## config.mk

```make
export PLATFORM = sky130hd
export DESIGN_NAME = ps2_host_tx_flat
export DESIGN_NICKNAME = d
export VERILOG_FILES = /design/src/rtl/ps2_pkg.sv /design/src/rtl/ps2_host_tx_if.sv /design/src/rtl/ps2_edge_filter.sv /design/src/rtl/ps2_host_tx.sv /design/src/flat_wrapper.sv
export SDC_FILE = /design/constraint.sdc
export NUM_CORES = 1
export LEC_CHECK = 0
export BUFFER_PORTS_ARGS = -buffer_cell sky130_fd_sc_hd__buf_2
export CAP_MARGIN = 30
export CORE_AREA = 10 10 106 108
export CTS_CLUSTER_DIAMETER = 40
export DETAILED_ROUTE_END_ITERATION = 7
export DIE_AREA = 0 0 116 118
export GPL_TIMING_DRIVEN = 0
export SLEW_MARGIN = 20
export SYNTH_ARGS = -nofsm -noshare
export SYNTH_HDL_FRONTEND = slang
export SYNTH_SLANG_ARGS = --single-unit
```

## constraint.sdc

```tcl
create_clock -name pclk -period 1.82 [get_ports pclk]
set_input_delay 0 -clock pclk [delete_from_list [all_inputs] [get_ports pclk]]
set_output_delay 0 -clock pclk [all_outputs]
set_load 0.02 [all_outputs]
```

## src/rtl/ps2_pkg.sv

```systemverilog
// Shared PS/2 definitions: transmitter state encoding, default timing constants,
// frame geometry and small helpers used by the host transmitter and keyboard receiver.
package ps2_pkg;

  localparam int unsigned DEF_INHIBIT_CYCLES = 6500;    // 100 us at 65 MHz
  localparam int unsigned DEF_START_CYCLES   = 64;
  localparam int unsigned DEF_TIMEOUT_CYCLES = 975000;  // 15 ms at 65 MHz
  localparam int unsigned DEF_FILTER_LEN     = 8;

  // start + 8 data + parity + stop
  localparam int unsigned FRAME_BITS = 11;
  // Index of the stop bit among the bits the host drives after the start bit.
  localparam int unsigned STOP_IDX   = FRAME_BITS - 2;

  typedef enum logic [2:0] {
    ST_IDLE      = 3'd0,
    ST_INHIBIT   = 3'd1,
    ST_START     = 3'd2,
    ST_SEND      = 3'd3,
    ST_ACK       = 3'd4,
    ST_WAIT_IDLE = 3'd5
  } ps2_tx_state_e;

  function automatic int unsigned cnt_width(input int unsigned n);
    return (n > 1) ? $clog2(n) : 1;
  endfunction

  function automatic logic odd_parity(input logic [7:0] d);
    return ~^d;
  endfunction

endpackage

```

## src/rtl/ps2_host_tx_if.sv

```systemverilog
// Command handshake between the command issuer (master) and the PS/2 host
// transmitter (slave).
interface ps2_host_tx_if;
  logic [7:0] tx_data;
  logic       tx_valid;
  logic       tx_ready;
  logic       tx_done;
  logic       tx_error;

  modport master (
    output tx_data, tx_valid,
    input  tx_ready, tx_done, tx_error
  );

  modport slave (
    input  tx_data, tx_valid,
    output tx_ready, tx_done, tx_error
  );
endinterface

```

## src/rtl/ps2_edge_filter.sv

```systemverilog
// Two-flop synchronizers for the raw PS/2 lines plus a consecutive-sample filter
// on ps2_clk; o_clk_fall pulses for one cycle when the filtered clock goes 1->0.
module ps2_edge_filter
  import ps2_pkg::*;
#(
  parameter int unsigned FILTER_LEN = DEF_FILTER_LEN
) (
  input  logic pclk,
  input  logic rst,
  input  logic i_clk_raw,
  input  logic i_data_raw,
  output logic o_clk_sync,
  output logic o_data_sync,
  output logic o_clk_fall
);

  localparam int unsigned         FW     = cnt_width(FILTER_LEN);
  localparam logic [FW-1:0]       F_LAST = FW'(FILTER_LEN - 1);

  logic [1:0]    r_clk_ff;
  logic [1:0]    r_data_ff;
  logic          r_clk_filt;
  logic [FW-1:0] r_cnt;
  logic          r_fall;

  // Lines idle high, so every stage resets to 1 to avoid a phantom fall after reset.
  always_ff @(posedge pclk or negedge rst) begin
    if (!rst) begin
      r_clk_ff   <= 2'b11;
      r_data_ff  <= 2'b11;
      r_clk_filt <= 1'b1;
      r_cnt      <= '0;
      r_fall     <= 1'b0;
    end else begin
      // NOTE: non-blocking assignments let each flop sample the previous stage's old value, forming a real shift chain.
      r_clk_ff  <= {r_clk_ff[0], i_clk_raw};
      r_data_ff <= {r_data_ff[0], i_data_raw};
      r_fall    <= 1'b0;
      if (r_clk_ff[1] == r_clk_filt) begin
        r_cnt <= '0;
      end else if (r_cnt == F_LAST) begin
        r_clk_filt <= r_clk_ff[1];
        r_cnt      <= '0;
        r_fall     <= ~r_clk_ff[1];
      end else begin
        r_cnt <= r_cnt + FW'(1);
      end
    end
  end

  assign o_clk_sync  = r_clk_ff[1];
  assign o_data_sync = r_data_ff[1];
  assign o_clk_fall  = r_fall;

endmodule

```

## src/rtl/ps2_host_tx.sv

```systemverilog
// PS/2 host-to-device command transmitter: inhibits the clock, issues the start
// bit, shifts data/parity/stop on device clock falls, then collects the ACK.
module ps2_host_tx
  import ps2_pkg::*;
#(
  parameter int unsigned INHIBIT_CYCLES = DEF_INHIBIT_CYCLES,
  parameter int unsigned START_CYCLES   = DEF_START_CYCLES,
  parameter int unsigned TIMEOUT_CYCLES = DEF_TIMEOUT_CYCLES,
  parameter int unsigned FILTER_LEN     = DEF_FILTER_LEN
) (
  input  logic          pclk,
  input  logic          rst,
  ps2_host_tx_if.slave  host,
  input  logic          ps2_clk_in,
  input  logic          ps2_data_in,
  output logic          ps2_clk_oe,
  output logic          ps2_data_oe,
  output logic          busy
);

  localparam int unsigned PH_CYCLES = (INHIBIT_CYCLES > START_CYCLES) ? INHIBIT_CYCLES
                                                                      : START_CYCLES;
  localparam int unsigned PH_W  = cnt_width(PH_CYCLES);
  localparam int unsigned TO_W  = cnt_width(TIMEOUT_CYCLES);
  localparam int unsigned IDX_W = cnt_width(FRAME_BITS);

  localparam logic [PH_W-1:0]  INH_LAST   = PH_W'(INHIBIT_CYCLES - 1);
  localparam logic [PH_W-1:0]  START_LAST = PH_W'(START_CYCLES - 1);
  localparam logic [PH_W-1:0]  PH_LAST    = PH_W'(PH_CYCLES - 1);
  localparam logic [TO_W-1:0]  TO_LAST    = TO_W'(TIMEOUT_CYCLES - 1);
  localparam logic [IDX_W-1:0] STOP_POS   = IDX_W'(STOP_IDX);

  ps2_tx_state_e    r_state;
  ps2_tx_state_e    w_next_state;
  logic [PH_W-1:0]  r_phase_cnt;
  logic [TO_W-1:0]  r_to_cnt;
  logic [IDX_W-1:0] r_bit_idx;
  logic [9:0]       r_frame;      // {stop, parity, data}, sent from bit 0 upward
  logic             r_data_oe;
  logic             r_ack;

  logic w_clk_sync;
  logic w_data_sync;
  logic w_fall;
  logic w_accept;
  logic w_phase_done;
  logic w_to_active;
  logic w_timeout;

  ps2_edge_filter #(
    .FILTER_LEN (FILTER_LEN)
  ) u_edge_filter (
    .pclk        (pclk),
    .rst         (rst),
    .i_clk_raw   (ps2_clk_in),
    .i_data_raw  (ps2_data_in),
    .o_clk_sync  (w_clk_sync),
    .o_data_sync (w_data_sync),
    .o_clk_fall  (w_fall)
  );

  assign w_accept     = (r_state == ST_IDLE) && host.tx_valid;
  assign w_phase_done = ((r_state == ST_INHIBIT) && (r_phase_cnt == INH_LAST)) ||
                        ((r_state == ST_START)   && (r_phase_cnt == START_LAST));
  assign w_to_active  = r_state inside {ST_SEND, ST_ACK, ST_WAIT_IDLE};
  // A fall restarts the timeout window, so it wins over an expiry in the same cycle.
  assign w_timeout    = w_to_active && !w_fall && (r_to_cnt == TO_LAST);

  always_ff @(posedge pclk or negedge rst) begin
    if (!rst) begin
      r_state <= ST_IDLE;
    end else begin
      r_state <= w_next_state;
    end
  end

  always_comb begin
    // NOTE: every output gets a default first so no path through the case infers a latch.
    w_next_state  = r_state;
    host.tx_ready = 1'b0;
    host.tx_done  = 1'b0;
    host.tx_error = 1'b0;
    ps2_clk_oe    = 1'b0;
    ps2_data_oe   = 1'b0;
    busy          = 1'b1;
    case (r_state)
      ST_IDLE: begin
        host.tx_ready = 1'b1;
        busy          = 1'b0;
        if (host.tx_valid) w_next_state = ST_INHIBIT;
      end
      ST_INHIBIT: begin
        ps2_clk_oe = 1'b1;
        if (w_phase_done) w_next_state = ST_START;
      end
      ST_START: begin
        ps2_clk_oe  = 1'b1;
        ps2_data_oe = 1'b1;
        if (w_phase_done) w_next_state = ST_SEND;
      end
      ST_SEND: begin
        ps2_data_oe = r_data_oe;
        if (w_fall && (r_bit_idx == STOP_POS)) begin
          w_next_state = ST_ACK;
        end else if (w_timeout) begin
          w_next_state  = ST_IDLE;
          host.tx_error = 1'b1;
        end
      end
      ST_ACK: begin
        if (w_fall) begin
          w_next_state = ST_WAIT_IDLE;
        end else if (w_timeout) begin
          w_next_state  = ST_IDLE;
          host.tx_error = 1'b1;
        end
      end
      ST_WAIT_IDLE: begin
        if (w_clk_sync && w_data_sync) begin
          w_next_state  = ST_IDLE;
          host.tx_done  = r_ack;
          host.tx_error = ~r_ack;
        end else if (w_timeout) begin
          w_next_state  = ST_IDLE;
          host.tx_error = 1'b1;
        end
      end
      default: w_next_state = ST_IDLE;
    endcase
  end

  always_ff @(posedge pclk or negedge rst) begin
    if (!rst) begin
      r_phase_cnt <= '0;
      r_to_cnt    <= '0;
      r_bit_idx   <= '0;
      r_frame     <= '0;
      r_data_oe   <= 1'b0;
      r_ack       <= 1'b0;
    end else begin
      if ((r_state inside {ST_INHIBIT, ST_START}) && !w_phase_done) begin
        if (r_phase_cnt != PH_LAST) r_phase_cnt <= r_phase_cnt + PH_W'(1);
      end else begin
        r_phase_cnt <= '0;
      end

      // Held at zero outside the active window, so SEND is always entered with a fresh count.
      if (!w_to_active || w_fall) begin
        r_to_cnt <= '0;
      end else if (r_to_cnt != TO_LAST) begin
        r_to_cnt <= r_to_cnt + TO_W'(1);
      end

      if (w_accept) r_frame <= {1'b1, odd_parity(host.tx_data), host.tx_data};

      case (r_state)
        ST_START: begin
          if (w_phase_done) begin
            r_bit_idx <= '0;
            r_data_oe <= 1'b1;
          end
        end
        ST_SEND: begin
          if (w_fall) begin
            r_data_oe <= ~r_frame[r_bit_idx];
            if (r_bit_idx != STOP_POS) r_bit_idx <= r_bit_idx + IDX_W'(1);
          end
        end
        ST_ACK: begin
          if (w_fall) r_ack <= ~w_data_sync;
        end
        default: ;
      endcase

      if (w_next_state == ST_IDLE) r_data_oe <= 1'b0;
    end
  end

endmodule

```

## src/flat_wrapper.sv

```systemverilog
// flat-port wrapper written by rule: the top's interface ports become plain ports
module ps2_host_tx_flat import ps2_pkg::*;
#(
  parameter int unsigned INHIBIT_CYCLES = DEF_INHIBIT_CYCLES,
  parameter int unsigned START_CYCLES   = DEF_START_CYCLES,
  parameter int unsigned TIMEOUT_CYCLES = DEF_TIMEOUT_CYCLES,
  parameter int unsigned FILTER_LEN     = DEF_FILTER_LEN
)
  (pclk, rst, ps2_clk_in, ps2_data_in, ps2_clk_oe, ps2_data_oe, busy, host_tx_data, host_tx_valid, host_tx_ready, host_tx_done, host_tx_error);
  ps2_host_tx_if host_i ();
  input  logic pclk;
  input  logic rst;
  input  logic ps2_clk_in;
  input  logic ps2_data_in;
  output logic ps2_clk_oe;
  output logic ps2_data_oe;
  output logic busy;
  input wire logic [$bits(host_i.tx_data)-1:0] host_tx_data;
  input wire logic [$bits(host_i.tx_valid)-1:0] host_tx_valid;
  output wire logic [$bits(host_i.tx_ready)-1:0] host_tx_ready;
  output wire logic [$bits(host_i.tx_done)-1:0] host_tx_done;
  output wire logic [$bits(host_i.tx_error)-1:0] host_tx_error;
  assign host_i.tx_data = host_tx_data;
  assign host_i.tx_valid = host_tx_valid;
  assign host_tx_ready = host_i.tx_ready;
  assign host_tx_done = host_i.tx_done;
  assign host_tx_error = host_i.tx_error;
  ps2_host_tx #(.INHIBIT_CYCLES(INHIBIT_CYCLES), .START_CYCLES(START_CYCLES), .TIMEOUT_CYCLES(TIMEOUT_CYCLES), .FILTER_LEN(FILTER_LEN)) u_core (.pclk(pclk), .rst(rst), .host(host_i), .ps2_clk_in(ps2_clk_in), .ps2_data_in(ps2_data_in), .ps2_clk_oe(ps2_clk_oe), .ps2_data_oe(ps2_data_oe), .busy(busy));
endmodule
```

==> metrics.yaml, run 1 <==
slowest_delay_ns: 0.53
period_needed_ns: 2.04
synth-async-reset-ratio_pct: 100
slew_headroom_pct: 70.0
seq_area_frac_synth_pct: 49.3
clkTransAtPathRegs_ns: 0.07
io-pin-count: 19
cts_root_buffer: "clkbuf_8"
status: "finished with violations"
io_buffer_count: 18
rsz0062_at_grt: "true"
grtUsageTotal_pct: 9.53
cts_tree: "yes"
setup_ws_ns: -0.221
synthCells: 296
die_h_um: 118
synth_seq_cells: 61
yosysWarnings: 0
areaGrowthSynthToFinish_pct: 30.3
skew_ns: 0.00642
final_layout_size_suffix_gt1_share_pct: 32.5
coreArea_mm2: 0.00911
setup_viol: 20
clockBufferDepth: 2
slew_violations: 0
nNetsFinal: 380
viasPerCell: 4.94
whs_ns: 0.0446
violations: "setup timing"
grt_pass1_vias: 2303
routed_wl_um: 6480
antenna_found_initial: 0
timing.final.hold_violations: 0
cp.arrival_ns: 2.27
avgSynthCellArea_um2: 10.5
cts.htree.levels: 3
numCtsBuffers: 9
grt_pass1_wl_um: 10700
dr.first_iter.drc_count: 98
crit_fanout: 5
rows: 35
critPathCaptureType: "flop"
critPathTopFamily: "simple AND/OR/NAND/NOR gates"
place_congestion: 0.768
drc: 0
synth.largest_area_cell: "dfrtp_1"
cap_violations: 0
static-leakage-power_nw: 1.70
crit_path_start_kind: "flop"
ant_nets: 0
first_pass_iters: 4
fin_crit_sh_pct: 112
vdd_ir_drop_max_mv: 0.496
synth_area_leaders: "dfrtp_1 (45%), xor2_1 (5.4%), nor2_1 (5.2%), xnor2_1 (4.8%), dfstp_2 (4.2%)"
worst_slew_pin_slew_ns: 0.450
synth_fp_nets: 315
yosysMostFrequentCell: "dfrtp_1"
wl_per_cell_um: 13.6
synth_ff_type: "dfrtp_1"
antennaDiodeCount: 0
start_util_pct: 34.1
gr-total-overflow: 0
synth_top_area_share_pct: 45.1
netlist_area_mm2: 0.00311
hpwl_um: 4200
clk_latency_ns: 0.34
synth-edff-count: 0
hp-class: "input port to asynchronous set/reset pin"
setup-tns-final_ns: -3.41
cts.sinks: 61
routed-via-count: 2358
synth.distinct_cells: 49
crit_type: "flop to flop"
p_per_area_mw_per_mm2: 675
die_x_um: 116
design.die.area_mm2: 0.0137
grt_start_max_net_pins: 50
worstPathRequired_ns: 2.05
clock.fmax_mhz: 490
synth.top_cells.by_count: "dfrtp_1 (56), nor2_1 (43), xor2_1 (19), xnor2_1 (17), nand2_1 (15)"
fillers: 867
crit_chain: "or4b_4 > or4_4 > nor3_4 > or3_4 > clkbuf_16 > nor2_2"
crit_slowest_cell: "or4b_4"
path_buf_inv: 1
## kinds of logic (layout without fill, tap and decap cells)
logic type,count (synthesis),in the layout,share of synthesized area (%)
buffers and inverters,18,88,2.58
flip-flops,61,61,49.3
adder cells (fa/ha/maj),6,6,2.42
AND/OR/NAND/NOR,129,129,22.5
AO/OA/AOI/OAI,28,28,6.00
XOR/XNOR,36,36,10.1
multiplexers,18,18,7.05
## registers in the layout (all words and copies together), names as in the netlist
signal and count:
u_core.u_edge_filter.o_clk_fall 1, u_core.r_frame 10, u_core.r_bit_idx 4, u_core.u_edge_filter.r_data_ff 2
u_core.u_edge_filter.r_cnt 3, u_core.r_state 3, u_core.r_phase_cnt 13, u_core.r_to_cnt 20
u_core.u_edge_filter.r_clk_filt 1, u_core.u_edge_filter.r_clk_ff 2, u_core.r_data_oe 1, u_core.r_ack 1
## cell type report
type / instances / area, um^2 / area share (%)
repair buffers: 56 / 457 / 11.3
plain buffers: 7 / 51.3 / 1.27
inverters: 9 / 33.8 / 0.835
multi-input cells: 217 / 1640 / 40.5
well taps: 111 / 139 / 3.43
clock buffers: 16 / 190 / 4.70
flip-flops and latches: 61 / 1540 / 38.0
## where the power goes
part | leakage [nW] | internal, mW | switching [mW]
Combinational | 0.792 | 0.0865 | 0.0728
Sequential | 0.808 | 1.41 | 0.0215
Clock | 0.0970 | 0.646 | 0.501
Total | 1.70 | 2.14 | 0.595
## path summary, 6_finish.rpt
path                       cells past startpoint  slack (ns)                                   startpoint                                     endpoint
max                                            6       -0.22                  u_core.r_state[2]$_DFF_PN0_            u_core.r_phase_cnt[6]$_DFFE_PN0P_
min                                            2        0.04                                          rst               u_core.r_to_cnt[4]$_DFFE_PN0N_
max reg2reg                                    6       -0.22                  u_core.r_state[2]$_DFF_PN0_            u_core.r_phase_cnt[6]$_DFFE_PN0P_
min reg2reg                                    0        0.36  u_core.u_edge_filter.r_data_ff[0]$_DFF_PN1_  u_core.u_edge_filter.r_data_ff[1]$_DFF_PN1_
max in group asynchronous                      3        1.25                                          rst   u_core.u_edge_filter.r_clk_ff[1]$_DFF_PN1_
min in group pclk                              3        0.21                                host_tx_valid                u_core.r_frame[9]$_DFFE_PN0P_
## cell usage in the layout, fill, tap and decap left out, types with 6 or more instances in the layout
cell type / netlist / routed
inv_1: 9 / 9
a21oi_1: 7 / 7
xor2_1: 19 / 19
o21ai_0: 9 / 6
nor2_1: 43 / 36
nand4_1: 10 / 10
nand2_1: 15 / 15
dfrtp_1: 56 / 53
buf_2: 1 / 16
xnor2_1: 17 / 17
nand3_1: 13 / 11
clkbuf_8: 0 / 13
buf_4: 1 / 25
mux2_2: 11 / 11
dlygate4sd3_1: 0 / 11
## layer usage
metal	part of all wire (%)	track usage, %	vias up
li1	-	-	1166
met1	44	11.4	1157
met2	52	15.1	25
met3	3.0	3.16	10
met4	1.5	3.99	0
met5	0	0	-
## metrics by stage
stage | power (mW) | util [%] | area [um^2] | setup WS [ns] | instances
2_1_floorplan | 1.53 | - | 3120 | -0.140 | 296
3_3_place_gp | 1.58 | 36.8 | 3350 | -0.396 | 425
3_5_place_dp | 1.60 | 37.1 | 3380 | -0.380 | 426
4_1_cts | 2.78 | 42.2 | 3840 | -0.249 | 465
5_1_grt | 2.86 | 44.4 | 4050 | -0.256 | 477
6_report | 2.73 | 44.4 | 4050 | -0.221 | 477
## what timing repair did
action,CTS,global route
endpoints found under the setup margin,36,35
hold buffers,11,0
setup buffers,14,11
gates resized for setup,19,29
pin swaps,9,8
hold endpoints to repair,68,0
gates cloned,0,1
(Power assumes the default switching activity.)
==> inputs of run 2 (changes only) <==
==> constraint.sdc (replaced) <==
create_clock -name pclk -period 2.3 [get_ports pclk]
set_input_delay 0 -clock pclk [delete_from_list [all_inputs] [get_ports pclk]]
set_output_delay 0 -clock pclk [all_outputs]
set_load 0.02 [all_outputs]
==> metrics.yaml, run 2 (same netlist as run 1, synthesis figures left out) <==
grtUsageTotal_pct: 9.65  # +0.12 points
cts.sinks: 61  # unchanged
routed_wl_um: 6130  # -5.4%
worstPathRequired_ns: 2.53  # +0.48 ns
period_needed_ns: 2.17  # +0.128 ns
mostFrequentLayoutCells: "dfrtp_1 (56), nor2_1 (43), xor2_1 (19), buf_2 (18), xnor2_1 (17)"
hp-class: "input port to asynchronous set/reset pin"
wl_per_cell_um: 13.5  # -0.62%
first_pass_iters: 4  # unchanged
hpwl_um: 4180  # -0.48%
slew_headroom_pct: 48.8  # -21 points
nNetsFinal: 357  # -6.1%
cts.htree.levels: 3  # unchanged
crit_fanout: 10  # +5
gr-total-overflow: 0  # unchanged
place_congestion: 0.792  # +3.1%
crit_chain: "buf_4 > or4b_1 > or4_4 > nor3_4 > or3_4 > buf_6 > nor2_1"
io-pin-count: 19  # unchanged
top_regs: "u_core.r_to_cnt x20, u_core.r_phase_cnt x13, u_core.r_frame x10"
final_layout_size_suffix_gt1_share_pct: 19.8  # -13 points
cp.arrival_ns: 2.40  # +0.13 ns
crit_path_start_kind: "flop"
grt_pass1_wl_um: 10700  # -0.64%
vdd_ir_drop_max_mv: 0.287  # -42%
crit_type: "flop to flop"
dr.first_iter.drc_count: 82  # -16%
start_util_pct: 34.1  # unchanged
drc: 0  # unchanged
critPathCaptureType: "flop"
rsz0062_at_grt: "false"
skew_ns: 0.0128  # +0.00640 ns
ant_nets: 0  # unchanged
numCtsBuffers: 9  # unchanged
setup_viol: 0  # -100%
areaGrowthSynthToFinish_pct: 18.8
fillers: 908  # +4.7%
setup-tns-final_ns: 0  # +3.41 ns
cts_root_buffer: "clkbuf_8"
final_common_cell: "dfrtp_1"
placed_area_mm2: 0.00337  # -0.44%
viasPerCell: 4.88  # -1.2%
die_x_um: 116  # unchanged
coreArea_mm2: 0.00911  # unchanged
crit_slowest_cell: "or4b_1"
clockBufferDepth: 2  # unchanged
grt_pass1_vias: 2306  # +0.13%
slowest_delay_ns: 0.46  # -0.07 ns
die_h_um: 118  # unchanged
timing.final.hold_violations: 0  # unchanged
fin_crit_sh_pct: 94.3  # -18 points
rows: 35  # unchanged
io_buffer_count: 18  # unchanged
antennaDiodeCount: 0  # unchanged
largest-register: "u_core.r_to_cnt"
antenna_found_initial: 0  # unchanged
largest_reg_flops: 20  # unchanged
worst_slew_pin_slew_ns: 0.762  # +0.312 ns
whs_ns: 0.0349  # -0.00964 ns
clk_latency_ns: 0.34  # about the same
final_area_mm2: 0.00369  # -8.8%
slew_violations: 0  # unchanged
design.die.area_mm2: 0.0137  # unchanged
clock.fmax_mhz: 461  # -5.9%
cap_violations: 0  # unchanged
grt_start_max_net_pins: 53  # +6.0%
clkTransAtPathRegs_ns: 0.07  # about the same
rr_worst_depth: 7  # +1
p_per_area_mw_per_mm2: 599  # -11%
status: "finished clean"
routed-via-count: 2217  # -6.0%
cts_tree: "yes"
static-leakage-power_nw: 1.55  # -8.9%
==> run 2: layout make-up <==
class / instances / area (um^2) / share of cell area (%)
Clock inverter: 4 / 47.5 / 1.29
Tap cell: 111 / 139 / 3.76
Timing Repair Buffer: 31 / 238 / 6.44
Buffer: 9 / 48.8 / 1.32
Multi-Input combinational cell: 217 / 1510 / 40.8
Clock buffer: 12 / 145 / 3.93
Sequential cell: 61 / 1530 / 41.5
Inverter: 9 / 33.8 / 0.916
==> run 2: repair_timing <==
item | 4_1_cts | 5_1_grt
endpoints found under the hold margin | 68 | 0
endpoints found under the setup margin | 1 | 1
buffers inserted | 1 | 0
hold buffers | 11 | 0
pin swaps | 0 | 2
resized for setup | 3 | 2
==> run 2: where the power goes <==
part           total (mW)  leakage, nW  internal (mW)  switching, mW
registers            1.13        0.813           1.11         0.0172
logic               0.127        0.637         0.0682         0.0588
clock network       0.953       0.0964          0.527          0.426
total                2.21         1.55           1.71          0.502
==> run 2: per-layer routing <==
metal	routed length (um)	global-route usage, %	share of wire, %	vias to the layer above
met4	138	5.16	2.3	0
li1	-	-	-	1117
met1	2900	12.0	47	1062
met3	148	2.14	2.4	10
met5	0	0	0	-
met2	2940	15.1	48	28
==> run 2: stage by stage <==
step | power, mW | worst slack, ns | util (%) | std cells
6_report | 2.21 | 0.131 | 40.5 | 454
5_1_grt | 2.32 | 0.00626 | 40.5 | 454
4_1_cts | 2.25 | 0.0985 | 40.5 | 454
3_5_place_dp | 1.26 | 0.0515 | 37.0 | 426
3_3_place_gp | 1.25 | 0.112 | 36.6 | 425
2_1_floorplan | 1.21 | 0.159 | - | 296
==> run 2: path summary, 6_finish.rpt <==
check | start | endpoint | slack [ns]
worst max-delay path | u_core.r_state[1]$_DFF_PN0_ | u_core.r_phase_cnt[4]$_DFFE_PN0P_ | 0.13
worst min-delay path | rst | u_core.r_to_cnt[10]$_DFFE_PN0N_ | 0.03
worst max register to register | u_core.r_state[1]$_DFF_PN0_ | u_core.r_phase_cnt[4]$_DFFE_PN0P_ | 0.13
worst min register to register | u_core.u_edge_filter.r_data_ff[0]$_DFF_PN1_ | u_core.u_edge_filter.r_data_ff[1]$_DFF_PN1_ | 0.35
max in group asynchronous | rst | u_core.u_edge_filter.r_clk_ff[1]$_DFF_PN1_ | 1.73
min in group pclk | host_tx_valid | u_core.r_state[0]$_DFF_PN0_ | 0.24
==> run 2: worst max-delay path, delay by kind of cell (launching register included) <==
family	cells	cell delay, ns
DFF	1	0.33
and+or+nand+nor	5	1.44
buffers and inverters	2	0.29
==> inputs of run 3 (changes only) <==
==> constraint.sdc (replaced) <==
create_clock -name pclk -period 2.3 [get_ports pclk]
set_input_delay 0.115 -clock pclk [delete_from_list [all_inputs] [get_ports pclk]]
set_output_delay 0.115 -clock pclk [all_outputs]
set_load 0.02 [all_outputs]
==> metrics.yaml, run 3 (same netlist as run 1, synthesis figures left out) <==
cts_tree: "yes"
r2r-start: "u_core.r_state[2]$_DFF_PN0_"
final_area_mm2: 0.00365  # -1.2%
die_x_um: 116  # unchanged
rr_worst_depth: 6  # -1
dp_cells: 426  # unchanged
routed-via-count: 2179  # -1.7%
slew_headroom_pct: 49.9  # +1.1 points
place_congestion: 0.792  # unchanged
worst_slew_pin_slew_ns: 0.746  # -0.0159 ns
final_common_cell: "dfrtp_1"
register_area_mm2: 0.00153  # unchanged
min_from: "host_tx_data[3]"
whs_path_depth: 2
multiInputGateArea_mm2: 0.00152  # +0.75%
final_layout_size_suffix_gt1_share_pct: 21.6  # +1.8 points
crit_path_start_kind: "flop"
crit_slowest_cell: "dfrtp_1"
mostFrequentLayoutCells: "dfrtp_1 (56), nor2_1 (43), xor2_1 (19), buf_2 (18), xnor2_1 (17)"
areaGrowthSynthToFinish_pct: 17.4
routed_wl_um: 6090  # -0.73%
p_per_area_mw_per_mm2: 601  # +0.43%
wl_per_cell_um: 13.6  # +0.37%
largest-register: "u_core.r_to_cnt"
die_h_um: 118  # unchanged
largest_reg_flops: 20  # unchanged
io_buffer_count: 18  # unchanged
cp.arrival_ns: 2.07  # -0.33 ns
antenna_found_initial: 0  # unchanged
instances_no_fill: 449  # -1.1%
worstPathRequired_ns: 2.18  # -0.35 ns
ff2ff_setup_slack_ns: 0.12  # about the same
antennaDiodeCount: 0  # unchanged
period_needed_ns: 2.19  # +0.0168 ns
clkTransAtPathRegs_ns: 0.07  # about the same
min_to: "u_core.r_frame[3]$_DFFE_PN0P_"
drc: 0  # unchanged
vdd_ir_drop_max_mv: 0.287  # about the same
top_regs: "u_core.r_to_cnt x20, u_core.r_phase_cnt x13, u_core.r_frame x10"
r2r_end: "u_core.r_phase_cnt[4]$_DFFE_PN0P_"
grt_pass1_wl_um: 10400  # -2.0%
setup_viol: 0  # unchanged
design.die.area_mm2: 0.0137  # unchanged
static-leakage-power_nw: 1.53  # -0.84%
critPathCaptureType: "primary output"
hpwl_um: 4180  # unchanged
slowest_delay_ns: 0.42  # -0.04 ns
skew_ns: 0.0111  # -0.00168 ns
hp-class: "input port to flop"
numCtsBuffers: 9  # unchanged
coreArea_mm2: 0.00911  # unchanged
fin_crit_sh_pct: 95.0  # +0.73 points
crit_fanout: 10  # unchanged
first_pass_iters: 4  # unchanged
grt_pass1_vias: 2269  # -1.6%
viasPerCell: 4.85  # -0.62%
clockBufferDepth: 2  # unchanged
fin_total_pwr_mw: 2.19  # -0.76%
slew_violations: 0  # unchanged
clk_latency_ns: 0.34  # about the same
crit_type: "flop to primary output"
io-pin-count: 19  # unchanged
ant_nets: 0  # unchanged
timing.final.hold_violations: 0  # unchanged
placed_area_mm2: 0.00337  # unchanged
status: "finished clean"
gr-total-overflow: 0  # unchanged
nNetsFinal: 352  # -1.4%
fillers: 916  # +0.88%
rows: 35  # unchanged
dr.first_iter.drc_count: 66  # -20%
cts.htree.levels: 3  # unchanged
cap_violations: 0  # unchanged
start_util_pct: 34.1  # unchanged
clock.fmax_mhz: 457  # -0.77%
cts.sinks: 61  # unchanged
cts_root_buffer: "clkbuf_8"
grtUsageTotal_pct: 9.43  # -0.22 points
rsz0062_at_grt: "false"
grt_start_max_net_pins: 53  # unchanged
crit_chain: "buf_4 > nand3b_1 > a21o_1 > nor3_4 > o21ai_1 > o31ai_2 > buf_2"
[run 3: power breakdown]
| group | switching (mW) | total [mW] | internal [mW] |
|---|---|---|---|
| sequential | 0.0172 | 1.13 | 1.11 |
| combinational | 0.0567 | 0.116 | 0.0594 |
| clock | 0.420 | 0.947 | 0.527 |
| total | 0.494 | 2.19 | 1.70 |
[run 3: through the flow]
| step | utilization, % | setup slack [ns] | setup TNS, ns | hold WS, ns |
|---|---|---|---|---|
| 3_3_place_gp | 36.6 | -0.00282 | -0.00282 | 0.222 |
| 6_report | 40.0 | 0.114 | 0 | 0.0315 |
| 4_1_cts | 39.6 | 0.000394 | 0 | 0.0168 |
| 3_5_place_dp | 37.0 | -0.0635 | -0.0635 | -0.0333 |
| 2_1_floorplan | - | 0.159 | 0 | -0.181 |
| 5_1_grt | 40.0 | 0.00916 | 0 | 0.0288 |
[run 3: timing repair]
| action | in CTS | in global routing |
|---|---|---|
| resized for setup | 4 | 6 |
| buffers inserted | 1 | 3 |
| hold endpoints to repair | 60 | 0 |
| pin swaps | 0 | 3 |
| setup endpoints to repair | 1 | 1 |
| hold buffers | 3 | 0 |
[run 3: critical path: cells and delay by family, from the launching register on]
family	cells	cell delay [ns]
and+or+nand+nor	2	0.46
AOI/OAI and AO/OA	3	0.46
DFF	1	0.42
buffers and inverters	2	0.39
[run 3: layout make-up]
| class | instances | area share [%] |
|---|---|---|
| inverters | 9 | 0.927 |
| clock buffers | 12 | 3.98 |
| plain buffers | 9 | 1.41 |
| repair buffers | 26 | 4.94 |
| well taps | 111 | 3.81 |
| clock inverters | 4 | 1.30 |
| multi-input cells | 217 | 41.6 |
| flip-flops and latches | 61 | 42.0 |
[run 3: worst max path at each step]
stage / start / end / slack (ns) / cells after the start
4_1_cts: u_core.r_to_cnt[0]$_DFFE_PN0N_ / host_tx_error / 0.0004 / 7
3_5_place_dp: u_core.r_state[0]$_DFF_PN0_ / host_tx_error / -0.06 / 7
6_report: u_core.r_state[2]$_DFF_PN0_ / host_tx_error / 0.11 / 7
5_1_grt: u_core.r_state[2]$_DFF_PN0_ / host_tx_error / 0.009 / 7
3_3_place_gp: u_core.r_state[0]$_DFF_PN0_ / host_tx_error / -0.003 / 7
2_1_floorplan: u_core.r_state[0]$_DFF_PN0_ / u_core.r_frame[0]$_DFFE_PN0P_ / 0.16 / 5
[run 3: layer usage]
layer  track usage [%]  part of all wire, %  up-vias
li1                  -                    -     1105
met1              11.6                   47     1048
met2              14.8                   48       18
met3              2.14                  2.2        8
met4              5.16                  2.1        0
met5                 0                    0        -
